===== config.mk =====
export PLATFORM = sky130hd
export DESIGN_NAME = demux_rr_scheduler_flat
export DESIGN_NICKNAME = d
export VERILOG_FILES = /design/src/rtl/demux_rr_scheduler_if.sv /design/src/rtl/demux_rr_scheduler.sv /design/src/flat_wrapper.sv
export SDC_FILE = /design/constraint.sdc
export NUM_CORES = 1
export LEC_CHECK = 0
export CORE_MARGIN = 2
export CORE_UTILIZATION = 45
export DETAILED_ROUTE_END_ITERATION = 16
export PLACE_DENSITY = 0.74
export SLEW_MARGIN = 20
export SYNTH_ARGS = -nofsm -noshare
export SYNTH_HDL_FRONTEND = slang
export SYNTH_SLANG_ARGS = --single-unit
export TNS_END_PERCENT = 1

===== constraint.sdc =====
create_clock -name clk -period 1.7 [get_ports clk]
set_input_delay 0.425 -clock clk [delete_from_list [all_inputs] [get_ports clk]]
set_output_delay 0.425 -clock clk [all_outputs]
set_load 0.05 [all_outputs]

===== src/rtl/demux_rr_scheduler_if.sv =====
// rtl/demux_rr_scheduler_if.sv - request/grant bundle between requesters and the demux scheduler
interface demux_rr_scheduler_if #(
    parameter int HOLD_W = 4
);
    logic [3:0]        req;
    logic [HOLD_W-1:0] hold_len;
    logic [1:0]        select;
    logic              enable;
    logic [3:0]        grant;
    logic              busy;
    logic              done;

    // Requester side: raises requests and programs the dwell length
    modport master (
        output req,
        output hold_len,
        input  select,
        input  enable,
        input  grant,
        input  busy,
        input  done
    );

    // Scheduler side: consumes requests and drives the demux controls
    modport slave (
        input  req,
        input  hold_len,
        output select,
        output enable,
        output grant,
        output busy,
        output done
    );
endinterface


===== src/rtl/demux_rr_scheduler.sv =====
// rtl/demux_rr_scheduler.sv - round-robin break-before-make scheduler for a 1x4 demux
module demux_rr_scheduler #(
    parameter int HOLD_W = 4
) (
    input  logic                  clk,
    input  logic                  rst_n,
    demux_rr_scheduler_if.slave   bus
);

    typedef enum logic [1:0] {
        IDLE   = 2'd0,
        SETUP  = 2'd1,
        ACTIVE = 2'd2,
        GAP    = 2'd3
    } state_t;

    localparam logic [HOLD_W-1:0] CNT_ONE = {{(HOLD_W-1){1'b0}}, 1'b1};

    state_t            state_q, state_d;
    logic [1:0]        sel_q, sel_d;
    logic [1:0]        last_q, last_d;
    logic [HOLD_W-1:0] cnt_q, cnt_d;
    logic              en_q, en_d;
    logic              done_q, done_d;
    logic              busy_q, busy_d;
    logic [3:0]        grant_q, grant_d;

    // Scan last+1 .. last+4 (mod 4); first requesting channel wins, so the
    // last-served channel is only re-picked when nobody else asks.
    function automatic logic [1:0] rr_pick(input logic [3:0] r, input logic [1:0] p);
        logic [1:0] idx;
        logic       found;
        rr_pick = p;
        found   = 1'b0;
        for (int i = 1; i <= 4; i++) begin
            idx = p + 2'(i);
            if (!found && r[idx]) begin
                rr_pick = idx;
                found   = 1'b1;
            end
        end
    endfunction

    // Next-state and next-output decode; every output is computed here and
    // then registered so nothing on the bus is combinational from req
    always_comb begin
        state_d = state_q;
        sel_d   = sel_q;
        last_d  = last_q;
        cnt_d   = cnt_q;
        en_d    = 1'b0;
        done_d  = 1'b0;
        case (state_q)
            IDLE: begin
                if (|bus.req) begin
                    sel_d   = rr_pick(bus.req, last_q);
                    state_d = SETUP;
                end
            end
            SETUP: begin
                cnt_d   = (bus.hold_len == '0) ? CNT_ONE : bus.hold_len;
                en_d    = 1'b1;
                state_d = ACTIVE;
            end
            ACTIVE: begin
                if (!bus.req[sel_q] || (cnt_q == CNT_ONE)) begin
                    done_d  = 1'b1;
                    state_d = GAP;
                end else begin
                    cnt_d = cnt_q - CNT_ONE;
                    en_d  = 1'b1;
                end
            end
            GAP: begin
                last_d  = sel_q;
                state_d = IDLE;
            end
            default: begin
                state_d = IDLE;
            end
        endcase
        busy_d  = (state_d != IDLE);
        grant_d = en_d ? (4'b0001 << sel_d) : 4'b0000;
    end

    // State and output registers; reset forces enable low immediately
    always_ff @(posedge clk or negedge rst_n) begin
        if (!rst_n) begin
            state_q <= IDLE;
            sel_q   <= 2'd0;
            last_q  <= 2'd3;
            cnt_q   <= '0;
            en_q    <= 1'b0;
            done_q  <= 1'b0;
            busy_q  <= 1'b0;
            grant_q <= 4'b0000;
        end else begin
            state_q <= state_d;
            sel_q   <= sel_d;
            last_q  <= last_d;
            cnt_q   <= cnt_d;
            en_q    <= en_d;
            done_q  <= done_d;
            busy_q  <= busy_d;
            grant_q <= grant_d;
        end
    end

    assign bus.select = sel_q;
    assign bus.enable = en_q;
    assign bus.grant  = grant_q;
    assign bus.busy   = busy_q;
    assign bus.done   = done_q;

endmodule


===== src/flat_wrapper.sv =====
// flat-port wrapper written by rule: the top's interface ports become plain ports
module demux_rr_scheduler_flat 
#(
    parameter int HOLD_W = 4
)
  (clk, rst_n, bus_req, bus_hold_len, bus_select, bus_enable, bus_grant, bus_busy, bus_done);
  demux_rr_scheduler_if #(.HOLD_W(HOLD_W)) bus_i ();
  input  logic clk;
  input  logic rst_n;
  input wire logic [$bits(bus_i.req)-1:0] bus_req;
  input wire logic [$bits(bus_i.hold_len)-1:0] bus_hold_len;
  output wire logic [$bits(bus_i.select)-1:0] bus_select;
  output wire logic [$bits(bus_i.enable)-1:0] bus_enable;
  output wire logic [$bits(bus_i.grant)-1:0] bus_grant;
  output wire logic [$bits(bus_i.busy)-1:0] bus_busy;
  output wire logic [$bits(bus_i.done)-1:0] bus_done;
  assign bus_i.req = bus_req;
  assign bus_i.hold_len = bus_hold_len;
  assign bus_select = bus_i.select;
  assign bus_enable = bus_i.enable;
  assign bus_grant = bus_i.grant;
  assign bus_busy = bus_i.busy;
  assign bus_done = bus_i.done;
  demux_rr_scheduler #(.HOLD_W(HOLD_W)) u_core (.clk(clk), .rst_n(rst_n), .bus(bus_i));
endmodule

==> flow_summary.json <==
{
  "outcome": "completed",
  "leakagePower_nw": 0.618,
  "cts_sinks": 17,
  "endpoint_kind": "flip-flop",
  "synthArstFlopShare_pct": 100,
  "crit_arrival_ns": 1.80,
  "critical_path.cell_chain": "mux4_2 -> o21a_4 -> a21o_1 -> nand2_2 -> and3b_1",
  "clkLatencyLatePin_ns": 0.30,
  "yosysMostFrequentCell": "dfrtp_1",
  "seq_area_frac_synth_pct": 45.5,
  "syn-instance-count": 86,
  "antenna_cells": 0,
  "drc": 0,
  "avgSynthCellArea_um2": 10.9,
  "start_kind": "flip-flop",
  "final_hold_viol_count": 0,
  "power_frac_comb_pct": 64.0,
  "netSwitchingPower_w": 0.00115,
  "rows": 16,
  "synth_cell_type_count": 35,
  "wl_um": 1980,
  "rsz0062_at_grt": "false",
  "antenna_found_initial": 0,
  "final_util_pct": 66.5,
  "drive_gt1_share_pct": 34.7,
  "grt_pass1_vias": 788,
  "placed_cells": 144,
  "crit_family": "multiplexers",
  "first_iter_violations": 11,
  "crit_buf_inv": 0,
  "nets": 139,
  "netlist_area_um2": 941,
  "drtAntennaViolNets": 0,
  "synth_edf_count": 0,
  "yosys.area.top_type": "dfrtp_1",
  "hold_class": "in -> async",
  "cp.required_ns": 1.90,
  "fp.dieW_um": 49.7,
  "p_clk_share_pct": 8.3,
  "internal_power_w": 0.00150,
  "fin_worst_skew_ns": 0.00107,
  "htreeDepth": 1,
  "critical-path-max-stage-delay_ns": 0.53,
  "maxClockFrequency_mhz": 624,
  "ys_ff_latch": 17,
  "finalNonFillerCells": 148,
  "r2r_start": "u_core.bus.select[0]",
  "synth_nets": 103,
  "p_sw_share_pct": 43.6,
  "via_count": 768,
  "fin_crit_ns": 1.60,
  "dp_hpwl_um": 1590,
  "path_max_fanout": 5,
  "grt_pass1_wl_um": 3440,
  "pwr-share-seq_pct": 27.7,
  "cpMaxStageDelayCell": "mux4_2",
  "post-route-period-util_pct": 94.2,
  "maxCapViolations": 0,
  "synth_flop_cell": "dfrtp_1",
  "synth_top_area_share_pct": 39.9,
  "syn2layout_area_growth_pct": 38.6,
  "yosysWarningCount": 0,
  "io_buffers": 18,
  "slew_headroom_pct": 82.1,
  "track_usage_pct": 19.2,
  "die_h_um": 49.7,
  "tightest_slew_ns": 0.267,
  "ir_drop_mv": 1.27,
  "setup_viol": 0,
  "cts_tree": "built",
  "cp-startpoint": "u_core.bus.select[0]",
  "gp_congestion": 0.697,
  "vias_per_cell": 5.19,
  "path_clk_slew_ns": 0.10,
  "gr-total-overflow": 0,
  "cts_root_buf": "clkbuf_4",
  "clockBufferDepth": 2,
  "core-area_um2": 1960,
  "start_util_pct": 48.0,
  "wl_per_cell_um": 13.4,
  "p_per_area_nw_per_um2": 2030,
  "cts_buffers": 3,
  "synth.area.top_cells": "dfrtp_1 (40%), ha_1 (9.3%), dfstp_2 (5.6%), mux2_2 (3.6%), inv_1 (3.2%)",
  "grt_start_max_net_pins": 18,
  "dr.pass1.iters": 4,
  "crit_type": "reg -> reg",
  "slew_violations": 0,
  "ios": 19,
  "die_area_um2": 2470,
  "synth.top_cells.by_count": "dfrtp_1 (15), inv_1 (8), ha_1 (7), nand2_1 (5)"
}
-- registers in the layout, indices dropped and copies added (netlist names) --
register	cells
u_core.bus.done	1
u_core.last_q	2
u_core.bus.busy	1
u_core.state_q	2
u_core.bus.enable	1
u_core.bus.grant	4
u_core.bus.select	2
u_core.cnt_q	4
-- logic make-up (layout without fill, tap and decap cells) --
logic type / Yosys count / in the layout / synth area share (%)
compound gates: 19 / 19 / 15.2
buf+inv: 9 / 44 / 3.59
mux: 7 / 7 / 9.71
simple gates: 26 / 26 / 15.8
fa+ha+maj: 7 / 7 / 9.31
xor+xnor: 1 / 1 / 0.931
flops: 17 / 17 / 45.5
-- power groups by stage --
stage | clock [W] | sequential (W) | combinational [W]
3_5_place_dp | 0 | 0.000740 | 0.00168
2_1_floorplan | 0 | 0.00101 | 0.000801
5_1_grt | 0.000246 | 0.000763 | 0.00185
3_3_place_gp | 0 | 0.000731 | 0.00164
4_1_cts | 0.000231 | 0.000734 | 0.00172
6_report | 0.000221 | 0.000733 | 0.00170
-- final timing paths --
kind,endpoint,slack [ns],cells after the start
worst min-delay path,u_core.cnt_q[0],0.45,2
worst max-delay path,u_core.bus.grant[3],0.1,5
min in group clk,u_core.cnt_q[3],0.52,1
worst max register to register,u_core.bus.grant[3],0.1,5
worst min register to register,u_core.cnt_q[3],0.52,1
max in group asynchronous,u_core.last_q[0],1.00,2
-- area by class of cell --
class / count / area (um^2)
Sequential cell: 17 / 429
Multi-Input combinational cell: 60 / 500
Tap cell: 27 / 33.8
Clock inverter: 1 / 5.00
Fill cell: 176 / 658
Timing Repair Buffer: 32 / 283
Inverter: 8 / 30.0
Clock buffer: 3 / 22.5
-- worst register-to-register path, delay by kind of cell (launching register included) --
family / cells / cell delay, ns
DFF: 1 / 0.38
AOI/OAI and AO/OA: 2 / 0.34
and+or+nand+nor: 2 / 0.25
muxes: 1 / 0.53
-- cell usage in the layout (no fill, tap or decap), drive strengths merged, types with 3 or more instances in the layout --
master,instances
nand2b,3
ha,7
dlygate4sd2,4
inv,8
a21oi,3
nor2,3
nor3,4
o21a,3
mux2,4
clkdlybuf4s50,5
clkbuf,3
o21ai,4
dfrtp,15
nor3b,3
buf,23
nand2,6
-- layer usage --
layer | vias to the layer above | wire, um | GRT usage (%)
li1 | 380 | - | -
met1 | 370 | 803 | 20.3
met2 | 13 | 1060 | 35.1
met3 | 5 | 74 | 4.55
met4 | 0 | 40 | 9.72
met5 | - | 0 | 0
-- metrics by stage --
| step | total power (W) | setup slack, ns | hold WS [ns] | TNS (ns) | instance area, um^2 |
|---|---|---|---|---|---|
| 2_1_floorplan | 0.00181 | -0.0874 | 0.129 | -0.139 | 942 |
| 3_3_place_gp | 0.00237 | -0.408 | 0.498 | -4.17 | 1260 |
| 3_5_place_dp | 0.00242 | -0.482 | 0.502 | -4.55 | 1260 |
| 4_1_cts | 0.00268 | 0.0869 | 0.436 | 0 | 1300 |
| 5_1_grt | 0.00286 | 0.0214 | 0.450 | 0 | 1300 |
| 6_report | 0.00265 | 0.0985 | 0.446 | 0 | 1300 |
-- what timing repair did --
action,4_1_cts,5_1_grt
hold buffers,0,0
setup endpoints to repair,8,0
gates resized for setup,8,0
setup buffers,0,0
endpoints found under the hold margin,0,0
No activity file was read; power rests on OpenSTA's default activity.
